[src/rtl/pwm_pkg.sv]
// rtl/pwm_pkg.sv - shared PWM widths, frame period, position type and scheduler states
package pwm_pkg;
    localparam int PWM_WIDTH  = 10;
    localparam int PWM_PERIOD = 1024;

    typedef logic [PWM_WIDTH-1:0] pos_t;

    typedef enum logic [1:0] {
        IDLE,
        RAMP,
        SETTLE
    } state_t;
endpackage

[src/rtl/pwm_frame_timer.sv]
// rtl/pwm_frame_timer.sv - free-running frame counter with a registered end-of-frame tick
module pwm_frame_timer import pwm_pkg::*; #(
    parameter int PERIOD = PWM_PERIOD
) (
    input  logic CLK,
    input  logic reset,
    output logic o_tick
);
    localparam int CW = (PERIOD > 1) ? $clog2(PERIOD) : 1;
    localparam logic [CW-1:0] LAST = CW'(PERIOD - 1);

    logic [CW-1:0] r_count;
    logic          r_tick;
    logic [CW-1:0] w_next;

    assign w_next = (r_count == LAST) ? '0 : r_count + CW'(1);
    assign o_tick = r_tick;

    // Tick is registered from the next count so it is high exactly while the count sits at LAST.
    always_ff @(posedge CLK or posedge reset) begin
        if (reset) begin
            r_count <= '0;
            r_tick  <= 1'b0;
        end else begin
            r_count <= w_next;
            r_tick  <= (w_next == LAST);
        end
    end
endmodule

[src/rtl/pwm_ramp_scheduler.sv]
// rtl/pwm_ramp_scheduler.sv - slews the PWM duty word toward accepted targets once per frame, then holds
module pwm_ramp_scheduler import pwm_pkg::*; #(
    parameter int WIDTH  = PWM_WIDTH,
    parameter int STEP_W = 4,
    parameter int HOLD_W = 8,
    parameter int PERIOD = PWM_PERIOD
) (
    input  logic              CLK,
    input  logic              reset,
    input  logic              i_tgt_valid,
    output logic              o_tgt_ready,
    input  logic [WIDTH-1:0]  i_tgt_pos,
    input  logic [STEP_W-1:0] i_step,
    input  logic [HOLD_W-1:0] i_hold_frames,
    output logic [WIDTH-1:0]  o_position,
    output logic              o_frame_tick,
    output logic              o_busy,
    output logic              o_done
);
    state_t              r_state;
    logic [WIDTH-1:0]    r_pos;
    logic [WIDTH-1:0]    r_tgt;
    logic [STEP_W-1:0]   r_step;
    logic [HOLD_W-1:0]   r_hold;
    logic                r_ready;
    logic                r_busy;
    logic                r_done;

    logic                w_tick;
    logic                w_up;
    logic [WIDTH:0]      w_diff;
    logic [WIDTH:0]      w_step_ext;

    pwm_frame_timer #(.PERIOD(PERIOD)) u_timer (
        .CLK    (CLK),
        .reset  (reset),
        .o_tick (w_tick)
    );

    // Distance is taken one bit wider so the comparison against step never wraps.
    assign w_up       = (r_tgt > r_pos);
    assign w_diff     = w_up ? ({1'b0, r_tgt} - {1'b0, r_pos}) : ({1'b0, r_pos} - {1'b0, r_tgt});
    assign w_step_ext = (WIDTH+1)'(r_step);

    assign o_tgt_ready  = r_ready;
    assign o_position   = r_pos;
    assign o_frame_tick = w_tick;
    assign o_busy       = r_busy;
    assign o_done       = r_done;

    always_ff @(posedge CLK or posedge reset) begin
        if (reset) begin
            r_state <= IDLE;
            r_pos   <= '0;
            r_tgt   <= '0;
            r_step  <= '0;
            r_hold  <= '0;
            r_ready <= 1'b1;
            r_busy  <= 1'b0;
            r_done  <= 1'b0;
        end else begin
            r_done <= 1'b0;
            case (r_state)
                IDLE: begin
                    // Ready re-arms one cycle after done so the two never overlap.
                    r_ready <= 1'b1;
                    if (i_tgt_valid && r_ready) begin
                        r_tgt   <= i_tgt_pos;
                        r_step  <= (i_step == '0) ? STEP_W'(1) : i_step;
                        r_hold  <= i_hold_frames;
                        r_ready <= 1'b0;
                        r_busy  <= 1'b1;
                        r_state <= (i_tgt_pos == r_pos) ? SETTLE : RAMP;
                    end
                end
                RAMP: begin
                    if (w_tick) begin
                        if (w_diff <= w_step_ext) begin
                            r_pos   <= r_tgt;
                            r_state <= SETTLE;
                        end else if (w_up) begin
                            r_pos <= r_pos + WIDTH'(r_step);
                        end else begin
                            r_pos <= r_pos - WIDTH'(r_step);
                        end
                    end
                end
                SETTLE: begin
                    if ((r_hold == '0) || (w_tick && (r_hold == HOLD_W'(1)))) begin
                        r_done  <= 1'b1;
                        r_busy  <= 1'b0;
                        r_state <= IDLE;
                    end else if (w_tick) begin
                        r_hold <= r_hold - HOLD_W'(1);
                    end
                end
                default: r_state <= IDLE;
            endcase
        end
    end
endmodule

[config.mk]
export PLATFORM = sky130hd
export DESIGN_NAME = pwm_ramp_scheduler
export DESIGN_NICKNAME = d
export VERILOG_FILES = /design/src/rtl/pwm_pkg.sv /design/src/rtl/pwm_frame_timer.sv /design/src/rtl/pwm_ramp_scheduler.sv
export SDC_FILE = /design/constraint.sdc
export NUM_CORES = 1
export LEC_CHECK = 0
export CAP_MARGIN = 20
export CORE_MARGIN = 3
export CORE_UTILIZATION = 23
export DETAILED_ROUTE_END_ITERATION = 10
export GPL_TIMING_DRIVEN = 1
export SYNTH_ARGS = -nofsm -noshare
export SYNTH_HDL_FRONTEND = slang
export SYNTH_SLANG_ARGS = --single-unit
[constraint.sdc]
create_clock -name CLK -period 6.9 [get_ports CLK]
set_input_delay 1.035 -clock CLK [delete_from_list [all_inputs] [get_ports CLK]]
set_output_delay 1.035 -clock CLK [all_outputs]
set_load 0.02 [all_outputs]
=== Word level (Yosys, flattened, before mapping) ===
Index checks and enable logic that the tools add are counted.

* Flip-flop bits (word level): 48
* Input bits: 25
* Logic and storage cells: 63

* Multiplexer cells: 21
* Eq/ne operators: 12
* Add/sub/neg operators: 6
* Reduce and logical (&&, ||, !) cells: 12
* Magnitude comparators: 2

{| class="wikitable"
|+ Operator list
! kind !! count
|-
| 10-bit two-way mux || 3
|-
| 8-bit two-way mux || 3
|-
| 10-bit by 10-bit subtractor with 11-bit output || 2
|-
| 10-bit equality test, second input constant || 2
|-
| 8-bit case mux with 2 select lines || 1
|-
| 11-bit by 4-bit less-or-equal comparator with 1-bit output || 1
|-
| 11-bit two-way mux || 1
|-
| 10-bit by 1-bit adder with 10-bit output, second input constant || 1
|-
| 10-bit by 4-bit adder with 10-bit output || 1
|-
| 10-bit equality test || 1
|-
| 10-bit > comparator || 1
|-
| 2-bit two-way mux || 5
|-
| 10-bit by 4-bit subtractor with 10-bit output || 1
|-
| 8-bit by 1-bit equality test with 1-bit output, second input constant || 1
|-
| 8-bit zero test || 1
|-
| 2-bit != test, second input constant || 4
|-
| 4-bit AND reduction || 2
|-
| 8-bit by 1-bit subtractor with 8-bit output, second input constant || 1
|-
| 2-bit case mux with 3 select lines || 1
|-
| 1-bit two-way mux || 5
|-
| 4-bit zero test || 1
|-
| 4-bit two-way mux || 1
|-
| 2-bit by 1-bit != test with 1-bit output, second input constant || 2
|-
| 2-bit AND reduction || 2
|-
| 8 further kinds || 9
|}

=== Longest topological paths before layout ===
* Depth in word-level cells: 6
* Depth in mapped cells: 21
* Depth with buffers taken out: 19

=== Hierarchy ===
From an unflattened synthesis, not the netlist that was laid out.

* Cells, all modules: 472
* Area, all modules: 4,151.5 um2

{| class="wikitable"
|+ By module, submodules not included
! module !! cells each !! times used !! sequential area each (um2) !! area each (um2)
|-
| pwm_ramp_scheduler || 417 || 1 || 927.1 || 3,573.4
|-
| pwm_frame_timer || 55 || 1 || 275.3 || 578.1
|}

=== Worst setup path before layout ===
OpenSTA, ideal clock, no wires.

* Path kind: reg2reg
* Start point: register r_pos[1], in the netlist o_position[1]
* End point: register r_pos[1], in the netlist o_position[1]
* Slack: 2,381 ps
* Stages on the path, launching flop included: 19
* Library setup time: 77 ps
* Arrival: 4,442 ps
* Path through: dfrtp_1 inv_1 ha_1 nand2b_1 a211oi_2 o41ai_2 o41ai_4 clkbuf_1 mux2_2 ha_1 nor2b_1 o21a_1 o21a_1 o21ai_0 o2111ai_1 nor4b_2 o21ai_2 mux2_1 a21oi_1

* Longest elaborated chain between the ends: 4
* Elaborated cells on any way between the ends: 9
* Classes of those cells: add/sub (4); order compare (2); mux (3)

{| class="wikitable"
|+ RTL lines
! item !! RTL line !! RTL
|-
| from (decl) || pwm_ramp_scheduler.sv:21 || <nowiki>logic [WIDTH-1:0] r_pos;</nowiki>
|-
| from (signal assigned) || pwm_ramp_scheduler.sv:79 || <nowiki>r_pos <= r_tgt;</nowiki>
|-
| from (signal assigned) || pwm_ramp_scheduler.sv:82 || <nowiki>r_pos <= r_pos + WIDTH'(r_step);</nowiki>
|-
| from (signal assigned) || pwm_ramp_scheduler.sv:84 || <nowiki>r_pos <= r_pos - WIDTH'(r_step);</nowiki>
|-
| 10-bit by 10-bit subtractor with 11-bit output or 10-bit > comparator (tied branches) || pwm_ramp_scheduler.sv:42, pwm_ramp_scheduler.sv:41 ||
|-
| 11-bit two-way mux || pwm_ramp_scheduler.sv:42 || <nowiki>assign w_diff = w_up ? ({1'b0, r_tgt} - {1'b0, r_pos}) : ({1'b0, r_pos} - {1'b0, r_tgt});</nowiki>
|-
| 11-bit by 4-bit less-or-equal comparator with 1-bit output || pwm_ramp_scheduler.sv:78 || <nowiki>if (w_diff <= w_step_ext) begin</nowiki>
|-
| 10-bit two-way mux (*) || pwm_ramp_scheduler.sv:78 ||
|}

Mark *: on every way between the ends. The rest lies on a longest branch, timed or not.
A chain may end at the register's enable or synchronous reset.

=== Worst setup path in the final report ===
Ends and elaborated chain as after synthesis.

==> results.py <==
metrics = {
    "synthesis": {
        "synth-seq-cells": 48,
        "synth_cell_types": 58,
        "async_reset_ff_share_pct": 100.0,
        "ys_seq_area_share_pct": 31.38,
        "synth.cell_area_um2": 3831,
        "synthCells": 446,
        "avgSynthCellArea_um2": 8.590,
        "synthFlopType": "dfrtp_1",
        "ys.warnings.count": 0,
        "synth_edf_count": 0,
        "syn_nets": 513,
    },
    "clock_tree": {
        "cts_buffers": 5,
        "path_clk_slew_ns": 0.06,
        "cts-root-buf": "clkbuf_16",
        "cts_tree": "yes",
        "cts_resized": 0,
        "clk-insertion-delay-late_ns": 0.29,
        "cts.htree.levels": 2,
        "hold_buffers": 0,
        "postCtsSetupBuffers": 0,
        "clock_path_buffers": 2,
        "clkSinkCount": 48,
    },
    "floorplan": {
        "num_rows": 46,
        "dieArea_um2": 18240,
        "ios": 39,
        "chipWidth_um": 135.1,
        "core_um2": 16120,
        "die_height_um": 135.1,
        "start_util_pct": 23.77,
    },
    "grt": {
        "grt_pass1_wl_um": 16070,
        "gr-total-overflow": 0,
        "grt_max_degree": 49,
        "grt_pass1_vias": 3159,
        "grtUsageTotal_pct": 10.94,
        "grt_antenna_before_repair": 0,
    },
    "sta": {
        "skew_ns": 0.01127,
        "setup_viol": 0,
        "min_period_ns": 4.968,
        "slew_headroom_pct": 32.30,
        "period_share_pct": 72.00,
        "slew_viol_final": 0,
        "max_clock_freq_mhz": 201.3,
        "tns_ns": 0,
        "timing.hold.ws_ns": 0.4892,
        "rsz0062_at_grt": "no",
        "hold_viol": 0,
        "worstMarginPinSlew_ns": 1.002,
    },
    "cells_and_area": {
        "n_antenna_cell": 0,
        "fillers": 1720,
        "utilization_pct": 28.71,
        "nNetsFinal": 546,
        "instances_no_fill": 696,
        "syn_to_final_growth_pct": 20.77,
        "drive_gt1_share_pct": 6.250,
    },
    "routing": {
        "drc": 0,
        "drt-total-wl_um": 9875,
        "drtPass1Iterations": 4,
        "drtIter0Drc": 146,
        "ant_nets": 0,
        "vias": 3211,
        "via_per_inst": 4.614,
        "wl_per_cell_um": 14.19,
    },
    "setup_path": {
        "cp-start-kind": "flop",
        "crit_fanout": 14,
        "worstPathBufferInverterCount": 1,
        "cp_top_family": "compound AO/OA/AOI/OAI gates",
        "path_cells": "inv_1 -> ha_1 -> nand2b_1 -> a211oi_2 -> o41ai_2 -> o41ai_4 -> mux2_2 -> ha_1 -> nor2b_1 -> o21a_1 -> o21a_1 -> o21ai_0 -> o2111ai_1 -> nor4b_2 -> o21ai_2 -> mux2_1 -> a21oi_1",
        "cp_data_arrival_time_ns": 5.18,
        "slowest_stage": "o41ai_4",
        "required_ns": 7.11,
        "crit_type": "flop to flop",
        "end_kind": "flop",
        "cp_slowest_stage_delay_ns": 0.78,
    },
    "power": {
        "p_leak_uw": 0.002111,
        "p_per_area_nw_per_um2": 129.4,
        "ir_drop_v": 0.0001109,
    },
    "placed_design": {
        "dp_hpwl_um": 7875,
        "port-buffer-count": 38,
        "dpl.cell_count": 687,
        "place_congestion": 0.8947,
    },
    "status": {
        "outcome": "finished clean",
    },
    "job": {
        "cap_violations": 0,
    },
    "worst_hold_path": {
        "hold_path_class": "flop to flop",
    },
}
==> cell type report <==
class                   count  area [um2]  area share [%]
inverters                  43       161.4           3.488
flip-flops and latches     48        1202           25.99
well taps                 216       270.3           5.841
clock buffers               6       138.9           3.002
repair buffers             41       415.4           8.978
clock inverters             2       38.79          0.8383
multi-input cells         340        2400           51.87
==> per-layer routing <==
metal | vias up | global-route usage (%) | wire [um]
met5 | - | 0 | 0
met4 | 0 | 3.751 | 243
met3 | 15 | 1.751 | 399
met2 | 49 | 18.45 | 4736
met1 | 1535 | 14.27 | 4495
li1 | 1612 | - | -
==> cells by family after synthesis <==
kind of cell             share of synthesized area, %
AND/OR/NAND/NOR                                 17.21
AO/OA/AOI/OAI                                   19.66
adder cells (fa/ha/maj)                         14.30
XOR/XNOR                                        7.315
multiplexers                                    4.017
flip-flops                                      31.38
buffers and inverters                           6.107
==> cells in the mapped netlist (2+ instances only) <==
cell       number  share of area, %
dfrtp_1        47                31
nor2_1         46               4.5
inv_1          43               4.2
ha_1           39                13
o21ai_0        38               5.0
nand2_1        33               3.2
a21oi_1        30               3.9
xnor2_1        22               5.0
nor3_1         13               1.7
mux2i_1        12               3.1
nand3_1        11               1.4
xor2_1         10               2.3
clkbuf_1        9              0.88
a21o_1          6               1.2
a31oi_1         6              0.98
nand2b_1        5              0.82
nand4_1         5              0.82
nor2b_1         5              0.82
buf_2           4              0.52
o21bai_1        4              0.78
or2_2           4              0.65
a22oi_1         3              0.59
fa_1            3               1.6
o2111ai_1       3              0.69
o21a_1          3              0.59
and3_1          2              0.33
and4b_1         2              0.52
mux2_2          2              0.59
nand3b_1        2              0.39
nor4_1          2              0.33
o21ai_2         2              0.46
o31a_1          2              0.46
o31ai_1         2              0.39
o41ai_1         2              0.46
==> flip-flops by register name, indices dropped and copies added (netlist names) <==
signal / flops
o_busy: 1
o_done: 1
o_position: 10
o_tgt_ready: 1
r_hold: 8
r_state: 2
r_step: 4
r_tgt: 10
u_timer.o_tick: 1
u_timer.r_count: 10
==> worst register-to-register path, delay by kind of cell (launching register included) <==
family / cells / cell delay [ns]
AOI/OAI and AO/OA: 9 / 2.25
adders and majority gates: 2 / 0.65
buffers and inverters: 1 / 0.16
DFF: 1 / 0.49
muxes: 2 / 0.83
and+or+nand+nor: 3 / 0.50
==> cells in the final DEF, fill, tap and decap left out, drive strengths merged, types with 3 or more instances in the layout <==
master,netlist,final
nand3,11,11
fa,3,3
mux2,3,3
or2,4,4
nor3,13,13
nand4,5,5
dfrtp,47,47
xnor2,22,22
o2111ai,3,3
ha,39,39
clkbuf,9,6
nor2,46,46
o21bai,5,5
nor2b,5,5
a21oi,31,31
mux2i,12,12
nand2,34,34
o21a,3,3
inv,43,43
clkdlybuf4s50,0,38
a31oi,6,6
o21ai,40,40
buf,6,3
a22oi,3,3
a21o,6,6
o41ai,4,4
xor2,10,10
nand2b,5,5
==> through the flow <==
stage | area [um2] | total power [uW] | setup WS [ns]
final | 4627 | 598.5 | 1.932
after global routing | 4627 | 620.0 | 1.521
after CTS | 4607 | 605.7 | 1.875
after detailed placement | 4429 | 313.8 | 1.908
after global placement | 4429 | 313.9 | 2.022
after floorplan | 3831 | 294.0 | 2.381
==> worst paths after layout <==
path / from / endpoint / slack, ns / depth (start not counted)
worst max-delay path: o_position[1]$_DFFE_PP0P_ / o_position[1]$_DFFE_PP0P_ / 1.93 / 17
worst min-delay path: u_timer.r_count[0]$_DFF_PP0_ / u_timer.r_count[0]$_DFF_PP0_ / 0.49 / 1
worst max register to register: o_position[1]$_DFFE_PP0P_ / o_position[1]$_DFFE_PP0P_ / 1.93 / 17
worst min register to register: u_timer.r_count[0]$_DFF_PP0_ / u_timer.r_count[0]$_DFF_PP0_ / 0.49 / 1
max in group asynchronous: reset / o_tgt_ready$_DFFE_PP1P_ / 5.37 / 3
min in group asynchronous: reset / r_tgt[0]$_DFFE_PP0P_ / 0.99 / 2
==> report_power, final <==
group	switching, uW	internal, uW
Combinational	12.5	15.3
Clock	108	182
Sequential	0	281
Total	120	478
(Power assumes the default switching activity.)
